==> src/rtl/cq_adapt_pkg.sv <==
// cq_adapt_pkg: shared constants, descriptor field offsets and FSM states for the CQ adapter.
package cq_adapt_pkg;

  // Completer-request type codes carried in the CQ descriptor
  localparam logic [3:0] REQ_MRD    = 4'b0000;
  localparam logic [3:0] REQ_MWR    = 4'b0001;
  localparam logic [3:0] REQ_IORD   = 4'b0010;
  localparam logic [3:0] REQ_IOWR   = 4'b0011;
  localparam logic [3:0] REQ_MRDLK  = 4'b0111;
  localparam logic [3:0] REQ_CFGRD0 = 4'b1000;
  localparam logic [3:0] REQ_CFGRD1 = 4'b1001;
  localparam logic [3:0] REQ_CFGWR0 = 4'b1010;
  localparam logic [3:0] REQ_CFGWR1 = 4'b1011;

  // Legacy {fmt[2:0], type[4:0]} for a 3-DW header
  localparam logic [7:0] FT_MRD    = 8'b000_00000;
  localparam logic [7:0] FT_MRDLK  = 8'b000_00001;
  localparam logic [7:0] FT_MWR    = 8'b010_00000;
  localparam logic [7:0] FT_IORD   = 8'b000_00010;
  localparam logic [7:0] FT_IOWR   = 8'b010_00010;
  localparam logic [7:0] FT_CFGRD0 = 8'b000_00100;
  localparam logic [7:0] FT_CFGWR0 = 8'b010_00100;
  localparam logic [7:0] FT_CFGRD1 = 8'b000_00101;
  localparam logic [7:0] FT_CFGWR1 = 8'b010_00101;

  // Descriptor field positions within the first 128 bits of the sop beat
  localparam int LEN_LO  = 64;
  localparam int REQ_LO  = 75;
  localparam int RID_LO  = 80;
  localparam int TAG_LO  = 96;
  localparam int BAR_LO  = 112;
  localparam int TC_LO   = 121;
  localparam int ATTR_LO = 124;

  localparam int TUSER_W    = 85;
  localparam int TUSER_DISC = 41;

  typedef enum logic [1:0] {
    ST_IDLE,
    ST_BODY,
    ST_FLUSH
  } state_t;

  // Unknown request codes are forwarded as plain memory reads
  function automatic logic [7:0] req_to_fmt_type(input logic [3:0] req_type);
    case (req_type)
      REQ_MRDLK:  return FT_MRDLK;
      REQ_MWR:    return FT_MWR;
      REQ_IORD:   return FT_IORD;
      REQ_IOWR:   return FT_IOWR;
      REQ_CFGRD0: return FT_CFGRD0;
      REQ_CFGWR0: return FT_CFGWR0;
      REQ_CFGRD1: return FT_CFGRD1;
      REQ_CFGWR1: return FT_CFGWR1;
      default:    return FT_MRD;
    endcase
  endfunction

endpackage

==> src/rtl/cq_desc_to_hdr.sv <==
// cq_desc_to_hdr: combinational CQ descriptor -> legacy TLP header rewrite.
// With CQ_ADAPT_ADDR64_EN, memory requests above 4 GB get a 4-DW header (shift 0).
module cq_desc_to_hdr
  import cq_adapt_pkg::*;
(
  input  logic [127:0] desc,
  input  logic [3:0]   first_be,
  input  logic [3:0]   last_be,
  output logic [31:0]  hdr_dw0,
  output logic [31:0]  hdr_dw1,
  output logic [31:0]  hdr_dw2,
  output logic [31:0]  hdr_dw3,
  output logic         shift,
  output logic [7:0]   bar_user
);

  logic [3:0]  req_type;
  logic [7:0]  fmt_type;
  logic [31:0] addr_lo;
  logic [31:0] addr_hi;
  logic        use_4dw;
  logic        unused_desc;

  assign req_type = desc[REQ_LO +: 4];
  assign addr_lo  = {desc[31:2], 2'b00};
  assign addr_hi  = desc[63:32];

`ifdef CQ_ADAPT_ADDR64_EN
  assign use_4dw = (req_type == REQ_MRD || req_type == REQ_MRDLK || req_type == REQ_MWR)
                   && (addr_hi != 32'h0);
`else
  assign use_4dw = 1'b0;
`endif

  // fmt[0] (bit 5 of {fmt,type}) marks the 4-DW form; only attr[1:0] fits the legacy DW0 slot
  always_comb begin
    fmt_type    = req_to_fmt_type(req_type);
    fmt_type[5] = fmt_type[5] | use_4dw;
    hdr_dw0 = {fmt_type, 1'b0, desc[TC_LO +: 3], 4'b0000, 1'b0, 1'b0,
               desc[ATTR_LO +: 2], 2'b00, desc[LEN_LO +: 10]};
    hdr_dw1 = {desc[RID_LO +: 16], desc[TAG_LO +: 8], last_be, first_be};
    hdr_dw2 = use_4dw ? addr_hi : addr_lo;
    hdr_dw3 = use_4dw ? addr_lo : 32'h0;
  end

  assign shift    = ~use_4dw;
  assign bar_user = {1'b0, desc[BAR_LO +: 3], req_type};

  assign unused_desc = ^{desc[1:0], desc[63:32], desc[74], desc[79], desc[111:104],
                         desc[120:115], desc[127:126]};

endmodule

==> src/rtl/m_axis_cq_adapt_xn.sv <==
// m_axis_cq_adapt_xn: 128/256-bit CQ stream adapter producing legacy TLP header + realigned payload.
// Optional build macro: CQ_ADAPT_ADDR64_EN (4-DW headers for memory requests above 4 GB).
module m_axis_cq_adapt_xn
  import cq_adapt_pkg::*;
#(
  parameter int DATA_WIDTH = 256,
  parameter int KEEP_WIDTH = DATA_WIDTH / 8
) (
  input  logic                     user_clk,
  input  logic                     user_reset_n,
  input  logic [DATA_WIDTH-1:0]    m_axis_cq_tdata_a,
  input  logic [DATA_WIDTH/32-1:0] m_axis_cq_tkeep_a,
  input  logic                     m_axis_cq_tlast_a,
  input  logic [TUSER_W-1:0]       m_axis_cq_tuser_a,
  input  logic                     m_axis_cq_tvalid_a,
  output logic [3:0]               m_axis_cq_tready_a,
  output logic [DATA_WIDTH-1:0]    m_axis_cq_tdata,
  output logic [KEEP_WIDTH-1:0]    m_axis_cq_tkeep,
  output logic                     m_axis_cq_tlast,
  output logic [TUSER_W-1:0]       m_axis_cq_tuser,
  output logic                     m_axis_cq_tvalid,
  input  logic [3:0]               m_axis_cq_tready
);

  localparam int W = DATA_WIDTH / 32;

  state_t                state_q, state_d;
  logic [DATA_WIDTH-1:0] held_data;
  logic [W-1:0]          held_keep;
  logic                  disc_q;
  logic [7:0]            bar_q;

  logic [31:0]           hdr_dw0, hdr_dw1, hdr_dw2, hdr_dw3;
  logic                  hdr_shift;
  logic [7:0]            hdr_bar;
  logic [127:0]          desc_rw;
  logic [DATA_WIDTH-1:0] sop_data;

  logic                  s_cur, in_ready, in_fire, out_fire, merge_last, is_sop;
  logic [DATA_WIDTH-1:0] out_data;
  logic [W-1:0]          out_dkeep;
  logic                  out_valid, out_last, out_disc;
  logic                  unused_in;

  cq_desc_to_hdr u_desc_to_hdr (
    .desc     (m_axis_cq_tdata_a[127:0]),
    .first_be (m_axis_cq_tuser_a[3:0]),
    .last_be  (m_axis_cq_tuser_a[7:4]),
    .hdr_dw0  (hdr_dw0),
    .hdr_dw1  (hdr_dw1),
    .hdr_dw2  (hdr_dw2),
    .hdr_dw3  (hdr_dw3),
    .shift    (hdr_shift),
    .bar_user (hdr_bar)
  );

`ifdef CQ_ADAPT_ADDR64_EN
  logic s_q;

  assign s_cur   = s_q;
  assign desc_rw = hdr_shift ? {hdr_dw2, hdr_dw1, hdr_dw0, m_axis_cq_tdata_a[31:0]}
                             : {hdr_dw3, hdr_dw2, hdr_dw1, hdr_dw0};

  // Header size (and so the payload shift) is fixed by the sop beat for the whole packet
  always_ff @(posedge user_clk or negedge user_reset_n) begin
    if (!user_reset_n)        s_q <= 1'b1;
    else if (in_fire && is_sop) s_q <= hdr_shift;
  end
`else
  logic unused_hdr;

  assign unused_hdr = ^{hdr_dw3, hdr_shift};
  assign s_cur      = 1'b1;
  assign desc_rw    = {hdr_dw2, hdr_dw1, hdr_dw0, m_axis_cq_tdata_a[31:0]};
`endif

  assign unused_in = ^{m_axis_cq_tuser_a[TUSER_W-1:TUSER_DISC+1],
                       m_axis_cq_tuser_a[TUSER_DISC-1:8], m_axis_cq_tready[3:1]};

  assign is_sop     = (state_q != ST_BODY);
  assign in_ready   = (state_q == ST_IDLE) ? 1'b1 : m_axis_cq_tready[0];
  assign in_fire    = m_axis_cq_tvalid_a & in_ready;
  assign out_fire   = out_valid & m_axis_cq_tready[0];
  assign merge_last = (state_q == ST_BODY) && s_cur && m_axis_cq_tvalid_a && m_axis_cq_tlast_a
                      && (m_axis_cq_tkeep_a == W'(1));

  assign m_axis_cq_tready_a = {4{in_ready}};

  // Sop beat: descriptor dwords replaced by the rewritten header, payload untouched
  always_comb begin
    sop_data        = m_axis_cq_tdata_a;
    sop_data[127:0] = desc_rw;
  end

  // Next state and output beat assembly from the hold register and the live input beat
  always_comb begin
    state_d   = state_q;
    out_valid = 1'b0;
    out_last  = 1'b0;
    out_data  = '0;
    out_dkeep = '0;
    out_disc  = 1'b0;
    case (state_q)
      ST_IDLE: begin
        if (m_axis_cq_tvalid_a) state_d = m_axis_cq_tlast_a ? ST_FLUSH : ST_BODY;
      end
      ST_BODY: begin
        out_valid = m_axis_cq_tvalid_a;
        out_last  = merge_last;
        out_disc  = disc_q | (m_axis_cq_tvalid_a & m_axis_cq_tuser_a[TUSER_DISC]);
        out_data  = s_cur ? {m_axis_cq_tdata_a[31:0], held_data[DATA_WIDTH-1:32]} : held_data;
        out_dkeep = s_cur ? {m_axis_cq_tkeep_a[0], held_keep[W-1:1]} : held_keep;
        if (out_fire) begin
          if (merge_last)             state_d = ST_IDLE;
          else if (m_axis_cq_tlast_a) state_d = ST_FLUSH;
          else                        state_d = ST_BODY;
        end
      end
      ST_FLUSH: begin
        out_valid = 1'b1;
        out_last  = 1'b1;
        out_disc  = disc_q;
        out_data  = s_cur ? {32'h0, held_data[DATA_WIDTH-1:32]} : held_data;
        out_dkeep = s_cur ? {1'b0, held_keep[W-1:1]} : held_keep;
        if (m_axis_cq_tready[0]) begin
          if (m_axis_cq_tvalid_a) state_d = m_axis_cq_tlast_a ? ST_FLUSH : ST_BODY;
          else                    state_d = ST_IDLE;
        end
      end
      default: state_d = ST_IDLE;
    endcase
  end

  // State, hold register and per-packet sticky fields
  always_ff @(posedge user_clk or negedge user_reset_n) begin
    if (!user_reset_n) begin
      state_q   <= ST_IDLE;
      held_data <= '0;
      held_keep <= '0;
      disc_q    <= 1'b0;
      bar_q     <= 8'h0;
    end else begin
      state_q <= state_d;
      if (in_fire) begin
        held_data <= is_sop ? sop_data : m_axis_cq_tdata_a;
        held_keep <= m_axis_cq_tkeep_a;
        if (is_sop) begin
          bar_q  <= hdr_bar;
          disc_q <= m_axis_cq_tuser_a[TUSER_DISC];
        end else if (merge_last) begin
          disc_q <= 1'b0;
        end else begin
          disc_q <= disc_q | m_axis_cq_tuser_a[TUSER_DISC];
        end
      end else if (out_fire && out_last) begin
        disc_q <= 1'b0;
      end
    end
  end

  // Expand dword keep to byte keep
  always_comb begin
    m_axis_cq_tkeep = '0;
    for (int i = 0; i < W; i++) m_axis_cq_tkeep[4*i +: 4] = {4{out_dkeep[i]}};
  end

  // Sideband: discontinue in bit 0, BAR/type byte while a packet is in flight
  always_comb begin
    m_axis_cq_tuser    = '0;
    m_axis_cq_tuser[0] = out_disc;
    if (state_q != ST_IDLE) m_axis_cq_tuser[9:2] = bar_q;
  end

  assign m_axis_cq_tdata  = out_data;
  assign m_axis_cq_tlast  = out_last;
  assign m_axis_cq_tvalid = out_valid;

endmodule

==> config.mk <==
export PLATFORM = sky130hd
export DESIGN_NAME = m_axis_cq_adapt_xn
export DESIGN_NICKNAME = d
export VERILOG_FILES = /design/src/rtl/cq_adapt_pkg.sv /design/src/rtl/cq_desc_to_hdr.sv /design/src/rtl/m_axis_cq_adapt_xn.sv
export SDC_FILE = /design/constraint.sdc
export NUM_CORES = 1
export LEC_CHECK = 0
export ABC_AREA = 1
export CORE_AREA = 10 10 282 284
export DETAILED_ROUTE_END_ITERATION = 10
export DIE_AREA = 0 0 292 294
export PLACE_DENSITY = 0.44
export SLEW_MARGIN = 40
export SYNTH_ARGS = -nofsm -noshare
export SYNTH_HDL_FRONTEND = slang
export SYNTH_HIERARCHICAL = 1
export SYNTH_SLANG_ARGS = --single-unit
==> constraint.sdc <==
create_clock -name user_clk -period 3.43 [get_ports user_clk]
set_input_delay 0.686 -clock user_clk [delete_from_list [all_inputs] [get_ports user_clk]]
set_output_delay 0.686 -clock user_clk [all_outputs]
set_load 0.01 [all_outputs]
==> out/metrics.cfg <==
[outcome]
status = finished, final reports clean

[placed_design]
place_ws_ps = 145
gp_congestion = 0.812
port_buffers = 580
post-dp-hpwl_um = 44000

[critical_path]
cp_max_fo = 34
crit_path_end = m_axis_cq_tdata[6]
reg2reg_slack_ps = 910
required_ps = 2740
crit_path_start_kind = register
reg2reg_depth = 7
end_kind = output pin
r2r-end = held_data[33]
worstSetupPathType = register to output pin
timing.critical_path.from = state_q[1]
crit-reg2reg-launch = state_q[1]
worstPathArrival_ps = 2620

[drt]
drc = 0
drt_wl_total_um = 56900
ant_nets = 0
drt_iter0_markers = 545
num_vias = 12500
via_per_inst = 3.78
wl_per_cell_um = 17.2
dr.pass1.iters = 5

[floorplan]
coreArea_um2 = 73900
die_area_um2 = 85800
initial_core_util_pct = 18.3
rows = 100
fp.dieW_um = 292
die_h_um = 294
pin_count = 736

[min_path]
hold_class = input pin to async pin

[grt]
grt_max_degree = 93
grt_pass1_vias = 13300
grt_use_total_pct = 12.8
grt-ovfl-total = 0
grt_pass1_wl_um = 84700
antenna_found_initial = 7

[pwr]
p_leak_nw = 11.3
p_sw_mw = 5.97
power_density_nw_per_um2 = 735
power_frac_comb_pct = 49.0
pwr-share-clk_pct = 22.5
swShare_pct = 39.1
seq_power_share_pct = 28.5
worst_ir_drop_vdd_v = 0.000274
p_int_mw = 9.30
power_mw = 15.3

[cts]
ctsHoldBuffers = 0
cts_inserted_buffers = 34
ctsRootBufferMaster = clkbuf_16
cts_buffer_depth = 3
clock_latency_ps = 530
h-tree-depth = 2
cts_tree = built
clk_pin_slew_ps = 50
cts_sinks = 242

[logic_synthesis]
yosys_warnings = 6
avgSynthCellArea_um2 = 7.29
synthesis.area_um2 = 13500
syn_inst = 1851

[timing]
finalSetupViolCount = 0
setup_tns_ps = 0
max_freq_mhz = 303
fin_crit_ps = 3300
worstMarginPinSlew_ps = 780
skew_ps = 21.7
fin_ws_ps = 128
finalHoldViolCount = 0
rsz0062_at_grt = no
max_slew_margin_pct = 48.0
holdWs_ps = 72.1
slew_violations = 0
timing.final.crit_share_pct = 96.3

[final_layout]
drive_gt1_share_pct = 5.70
area_growth_syn_to_layout_pct = 53.8
nNetsFinal = 2674

[job]
drv_cap = 0

-- worst min path at each step --
stage / from / endpoint / cells after the start
2_1_floorplan: user_reset_n / bar_q[0] / 0
3_3_place_gp: held_keep[4] / held_keep[4] / 2
3_5_place_dp: held_keep[7] / held_keep[7] / 2
4_1_cts: user_reset_n / held_data[32] / 1
5_1_grt: user_reset_n / held_data[253] / 1
6_report: user_reset_n / held_data[129] / 1
-- flip-flops by register name (all words and copies together), names as in the netlist --
name       count
held_data    224
bar_q          8
held_keep      7
state_q        2
disc_q         1
-- placed cells by master (no fill, tap or decap), drive strengths merged, types with 5 or more instances in the layout --
cell,count
clkdlybuf4s50,415
nor2,387
nand2,359
inv,294
dfrtp,242
o21ai,139
a31oi,96
conb,92
dlygate4sd2,87
dlymetal6s2s,74
buf,66
clkbuf,48
a21oi,12
nand3,5
-- metrics by stage --
step	area, um^2	utilization [%]	std cells
after floorplan	13800	-	1941
after CTS	20600	27.8	3302
after detailed placement	19400	26.3	3236
final	20800	28.1	3303
after global placement	19400	26.3	3236
after global routing	20800	28.1	3303
-- area by class of cell --
| class | instances | area [um^2] |
|---|---|---|
| multi-input combinational | 1098 | 4680 |
| clock buffer | 48 | 965 |
| clock inverter | 8 | 96.3 |
| sequential | 242 | 6060 |
| antenna | 1 | 2.50 |
| tap | 969 | 1210 |
| fill | 8067 | 53200 |
| timing repair buffer | 644 | 6650 |
| inverter | 293 | 1110 |
-- critical path, stage by stage, from the launching register on --
cell	delay (ps)
dfrtp_1	390
inv_1	120
ha_4	330
o21ai_4	60
buf_4	170
buf_12	160
buf_12	170
nor2_1	100
clkdlybuf4s50_1	580
-- routing by layer --
metal  wire, um  share of wire [%]  vias up  track usage, %
met5         66               0.12        -               0
met3       5010                8.8       60            5.13
li1           -                  -     6189               -
met4        991                1.7       10            2.82
met1      22900                 40     5808            14.4
met2      27900                 49      416            22.3
-- power by group through the flow --
| stage | Combinational, mW | Clock, mW | Sequential, mW |
|---|---|---|---|
| floorplan | 3.87 | 0 | 4.28 |
| global placement | 7.66 | 0 | 4.37 |
| detailed placement | 7.67 | 0 | 4.41 |
| CTS | 7.80 | 3.61 | 4.36 |
| global route | 8.37 | 3.73 | 4.48 |
| finish | 7.49 | 3.44 | 4.34 |
-- repair_timing --
| action | 4_1_cts | 5_1_grt |
|---|---|---|
| setup endpoints to repair | 222 | 75 |
| pin swaps | 1 | 0 |
| resized for setup | 97 | 76 |
| cloned | 2 | 0 |
| setup buffers | 8 | 0 |
Note: power is estimated with default switching activity, not from simulation.
